<file path="config.mk">
export PLATFORM = sky130hd
export DESIGN_NAME = nios2_pio_edge_ctrl
export DESIGN_NICKNAME = d
export VERILOG_FILES = /design/src/rtl/nios2_pio_edge_ctrl.sv
export SDC_FILE = /design/constraint.sdc
export NUM_CORES = 1
export LEC_CHECK = 0
export BUFFER_PORTS_ARGS = -buffer_cell sky130_fd_sc_hd__buf_2
export CORE_MARGIN = 1.5
export CORE_UTILIZATION = 40
export DETAILED_ROUTE_END_ITERATION = 8
export GPL_TIMING_DRIVEN = 0
export PLACE_DENSITY = 0.66
export SYNTH_ARGS = -nofsm -noshare
export SYNTH_HDL_FRONTEND = slang
export SYNTH_SLANG_ARGS = --single-unit
</file>
<file path="constraint.sdc">
create_clock -name clk -period 1.81 [get_ports clk]
set_clock_uncertainty 0.1 [all_clocks]
set_input_delay 0.543 -clock clk [delete_from_list [all_inputs] [get_ports clk]]
set_output_delay 0.543 -clock clk [all_outputs]
set_load 0.01 [all_outputs]
</file>
<file path="src/rtl/nios2_pio_edge_ctrl.sv">
// Avalon-MM bidirectional PIO with per-bit direction, set/clear writes,
// synchronised inputs, sticky edge capture and a maskable level irq.
module nios2_pio_edge_ctrl #(
    parameter int               WIDTH       = 8,
    parameter logic [WIDTH-1:0] RESET_VALUE = '0,
    parameter int               EDGE_TYPE   = 0,
    parameter int               SYNC_STAGES = 2
) (
    input  logic             clk,
    input  logic             reset_n,
    input  logic [2:0]       address,
    input  logic             chipselect,
    input  logic             read_n,
    input  logic             write_n,
    input  logic [31:0]      writedata,
    output logic [31:0]      readdata,
    output logic             irq,
    input  logic [WIDTH-1:0] in_port,
    output logic [WIDTH-1:0] out_port,
    output logic [WIDTH-1:0] out_oe
);

    localparam logic [2:0] PRIME_MAX = 3'(SYNC_STAGES + 1);
    localparam logic [2:0] A_DATA    = 3'd0;
    localparam logic [2:0] A_DIR     = 3'd1;
    localparam logic [2:0] A_MASK    = 3'd2;
    localparam logic [2:0] A_EDGE    = 3'd3;
    localparam logic [2:0] A_SET     = 3'd4;
    localparam logic [2:0] A_CLR     = 3'd5;

    logic             rd_strobe;
    logic             wr_strobe;
    logic [WIDTH-1:0] wdata;
    logic             unused_wdata;

    logic [WIDTH-1:0] sync_q [SYNC_STAGES];
    logic [WIDTH-1:0] sync_d [SYNC_STAGES];
    logic [WIDTH-1:0] in_sync;
    logic [WIDTH-1:0] in_prev_q;
    logic [WIDTH-1:0] in_prev_d;
    logic [WIDTH-1:0] rise;
    logic [WIDTH-1:0] fall;
    logic [WIDTH-1:0] edge_det;

    logic [2:0]       prime_q;
    logic [2:0]       prime_d;
    logic             primed;

    logic [WIDTH-1:0] data_out_q;
    logic [WIDTH-1:0] data_out_d;
    logic [WIDTH-1:0] dir_q;
    logic [WIDTH-1:0] dir_d;
    logic [WIDTH-1:0] mask_q;
    logic [WIDTH-1:0] mask_d;
    logic [WIDTH-1:0] edgecap_q;
    logic [WIDTH-1:0] edgecap_d;
    logic [WIDTH-1:0] clr;
    logic [31:0]      readdata_q;
    logic [31:0]      readdata_d;

    assign rd_strobe    = chipselect & ~read_n;
    assign wr_strobe    = chipselect & ~write_n;
    assign wdata        = writedata[WIDTH-1:0];
    assign unused_wdata = ^writedata;

    assign in_sync   = sync_q[SYNC_STAGES-1];
    assign in_prev_d = in_sync;
    assign rise      = in_sync & ~in_prev_q;
    assign fall      = ~in_sync & in_prev_q;
    assign primed    = (prime_q == PRIME_MAX);

    assign out_port = data_out_q;
    assign out_oe   = dir_q;
    assign readdata = readdata_q;
    assign irq      = |(edgecap_q & mask_q);

    // Synchroniser chain shift and priming counter advance.
    always_comb begin
        sync_d[0] = in_port;
        for (int i = 1; i < SYNC_STAGES; i++) begin
            sync_d[i] = sync_q[i-1];
        end
        prime_d = primed ? prime_q : prime_q + 3'd1;
    end

    // Select which transitions count as an edge.
    always_comb begin
        edge_det = rise;
        case (EDGE_TYPE)
            0:       edge_det = rise;
            1:       edge_det = fall;
            default: edge_det = rise | fall;
        endcase
    end

    // Register writes and sticky capture; a new edge beats a clear.
    always_comb begin
        data_out_d = data_out_q;
        dir_d      = dir_q;
        mask_d     = mask_q;
        clr        = '0;
        if (wr_strobe) begin
            unique case (address)
                A_DATA:  data_out_d = wdata;
                A_DIR:   dir_d      = wdata;
                A_MASK:  mask_d     = wdata;
                A_EDGE:  clr        = wdata;
                A_SET:   data_out_d = data_out_q | wdata;
                A_CLR:   data_out_d = data_out_q & ~wdata;
                default: ;
            endcase
        end
        edgecap_d = (edgecap_q & ~clr) | (primed ? edge_det : '0);
    end

    // Read mux; readdata only changes on a read and sees pre-write values.
    always_comb begin
        readdata_d = readdata_q;
        if (rd_strobe) begin
            readdata_d = '0;
            unique case (address)
                A_DATA:  readdata_d[WIDTH-1:0] = in_sync;
                A_DIR:   readdata_d[WIDTH-1:0] = dir_q;
                A_MASK:  readdata_d[WIDTH-1:0] = mask_q;
                A_EDGE:  readdata_d[WIDTH-1:0] = edgecap_q;
                default: ;
            endcase
        end
    end

    // Input synchroniser, previous-value register and priming counter.
    always_ff @(posedge clk or negedge reset_n) begin
        if (!reset_n) begin
            for (int i = 0; i < SYNC_STAGES; i++) begin
                sync_q[i] <= '0;
            end
            in_prev_q <= '0;
            prime_q   <= '0;
        end else begin
            for (int i = 0; i < SYNC_STAGES; i++) begin
                sync_q[i] <= sync_d[i];
            end
            in_prev_q <= in_prev_d;
            prime_q   <= prime_d;
        end
    end

    // Software-visible registers.
    always_ff @(posedge clk or negedge reset_n) begin
        if (!reset_n) begin
            data_out_q <= RESET_VALUE;
            dir_q      <= '0;
            mask_q     <= '0;
            edgecap_q  <= '0;
            readdata_q <= '0;
        end else begin
            data_out_q <= data_out_d;
            dir_q      <= dir_d;
            mask_q     <= mask_d;
            edgecap_q  <= edgecap_d;
            readdata_q <= readdata_d;
        end
    end

endmodule
</file>
==> flow_summary.yaml <==
clock_tree:
  root_buffer: "clkbuf_8"
  clk_latency_ns: 0.34
  cts_buffers: 9
  postCtsHoldBufs: 0
  clockBufferDepth: 2
  path_clk_slew_ns: 0.07
  cts_tree: "yes"
  cts_htree_levels: 3
  clock_sinks: 67
worst_setup_path:
  crit_fanout: 3
  cp-start-kind: "flip-flop"
  cpPeakStageDelay_ns: 0.40
  required_ns: 1.17
  critical_path_class: "reg -> out"
  cp_data_arrival_time_ns: 1.24
  worstPathCellList: "a22oi_2, nand4_1, buf_2"
  rrSetupSlack_ns: 0.26
  critPathTopFamily: "flip-flops"
  slowest_stage: "dfrtp_1"
  cp.buffers_inverters: 1
  endpoint_kind: "output pin"
logic_synthesis:
  synth-seq-cells: 67
  yosys_warnings: 0
  synthCells: 210
  syn_avg_cell_area_sq_um: 13.45
  synth_area_sq_mm: 0.002825
  synth_cell_type_count: 29
  yosysSeqAreaShare: 0.5934
final_layout:
  layout_commonest_cell: "dfrtp_1"
  area_growth_syn_to_layout_pct: 23.87
  diodes: 0
  seq_area_sq_mm: 0.001677
  final_cell_mix: "dfrtp_1, buf_2, buf_4"
  fin_cells: 393
  multi_input_area_sq_mm: 0.001015
  fin_nets: 342
  fillers: 596
  drive_gt1_frac: 0.4276
floorplan:
  floorplan.rows: 30
  dieHeight_um: 87.04
  coreArea_sq_mm: 0.006794
  io-pin-count: 97
  fp.dieW_um: 87.04
  initial_core_util: 0.4158
  dieArea_sq_mm: 0.007576
run_status:
  status: "finished with violations"
  violations: "negative setup slack"
timing:
  hold_ws_ns: 0.1913
  finalSetupViolations: 1
  tightestPinTransition_ns: 0.8388
  drv_slew: 0
  layout_min_cycle_time_ns: 1.886
  relSlewSlack: 0.4408
  period_share: 1.042
  hold_violations: 0
  rsz0062_at_grt: "true"
  worst_slack_ns: -0.07637
  fmax_mhz: 530.1
pwr:
  ir_drop_mv: 0.4020
  p_switching_mw: 0.9614
  clock_power_share: 0.349
  power_frac_comb: 0.159
  p_per_area_mw_per_mm2: 1030
  p_leak_nw: 1.662
  seqPwrFrac: 0.493
  swShare: 0.2666
  p_int_mw: 2.644
placed_design:
  post-dp-hpwl_mm: 3.885
  place_congestion: 0.8089
  dp.cells: 376
  port_buffers: 47
hold_path:
  hold_path.class: "in -> async"
global_routing:
  grt_max_degree: 68
  grt_pass1_wl_mm: 8.638
  antenna_found_initial: 0
  globalRoute.totalOverflow: 0
  grtUsageTotal: 0.1558
  grt_pass1_vias: 1610
detailed_routing:
  drt_iter0_drc: 85
  num_vias: 1836
  drc: 0
  drt_wl_total_mm: 5.525
  drt_pass1_iterations: 4
  wl_per_cell_um: 14.06
  ant_nets: 0
  vias_per_cell: 4.672
flow_run:
  drv_cap: 0
## layout make-up
type / instances / share of cell area
clock buffers: 10 / 0.03933
repair buffers: 48 / 0.07007
well taps: 96 / 0.03432
plain buffers: 33 / 0.06650
multi-input cells: 131 / 0.2900
flip-flops and latches: 67 / 0.4791
inverters: 2 / 0.002145
clock inverters: 6 / 0.01859
## power by group through the flow
stage	Combinational, mW	Clock [mW]	Sequential [mW]
after floorplan	0.314	0	1.81
after global placement	0.548	0	1.79
after detailed placement	0.560	0	1.80
after CTS	0.568	1.27	1.77
after global routing	0.630	1.35	1.79
final	0.572	1.26	1.78
## routing by layer
layer / global-route usage / up-vias / part of all wire
met2: 0.2149 / 74 / 0.44
met1: 0.2223 / 881 / 0.47
met4: 0.07918 / 0 / 0.014
li1: - / 871 / -
met5: 0 / - / 0
met3: 0.04550 / 10 / 0.068
## state kept, by name, indices dropped and copies added, names as in the netlist
register,cells
mask_q,8
prime_q,3
in_prev_d,8
out_port,8
out_oe,8
edgecap_q,8
readdata,8
sync_d,8
in_prev_q,8
## synthesized netlist by cell type, drive strengths merged
library cell | instances | area [sq um]
conb | 1 | 3.750
mux2 | 17 | 191.4
nand4 | 1 | 6.260
a22o | 8 | 70.07
xnor2 | 1 | 8.760
inv | 2 | 7.510
and4bb | 1 | 12.51
a221o | 8 | 80.08
and3 | 8 | 50.05
ha | 2 | 25.02
clkbuf | 3 | 11.26
dfrtp | 67 | 1677
nor3b | 1 | 12.51
nand3b | 1 | 7.510
o21ai | 16 | 80.07
mux4 | 8 | 180.2
mux2i | 1 | 10.01
nand2 | 25 | 101.4
nor2b | 1 | 6.260
nor2 | 2 | 15.01
a22oi | 4 | 30.03
nand2b | 1 | 6.260
nand4bb | 1 | 11.26
buf | 30 | 221.5
## cells by family after synthesis
family | count (synthesis) | synth area share
adder cells (fa/ha/maj) | 2 | 0.008856
other | 1 | 0.001327
flip-flops | 67 | 0.5934
multiplexers | 26 | 0.1351
XOR/XNOR | 1 | 0.003101
AO/OA/AOI/OAI | 36 | 0.09212
AND/OR/NAND/NOR | 42 | 0.08105
buffers and inverters | 35 | 0.08503
## per-stage QoR
stage               cell area [sq um]  total power [mW]  TNS [ns]    util  worst slack [ns]
floorplan                        2912             2.125         0       -            0.1861
global placement                 3267             2.338    -13.87  0.4808           -0.1931
detailed placement               3269             2.357    -1.209  0.4812           -0.1688
CTS                              3487             3.617   -0.1047  0.5133           -0.1047
global route                     3500             3.777   -0.1367  0.5151           -0.1367
finish                           3500             3.606  -0.07637  0.5151          -0.07637
## worst paths after layout
| check | to | from | cells after the start |
|---|---|---|---|
| setup / recovery | irq | mask_q[4] | 3 |
| hold / removal | sync_d[6] | reset_n | 1 |
| setup reg to reg | edgecap_q[2] | prime_q[0] | 5 |
| hold reg to reg | in_prev_d[6] | sync_d[6] | 0 |
| max in group asynchronous | edgecap_q[4] | reset_n | 1 |
| min in group clk | sync_d[2] | in_port[2] | 1 |
## timing repair
item | CTS | global route
gates resized for setup | 3 | 1
setup endpoints to repair | 1 | 1
buffers inserted | 0 | 1
pin swaps | 2 | 0
(Power assumes the default switching activity.)
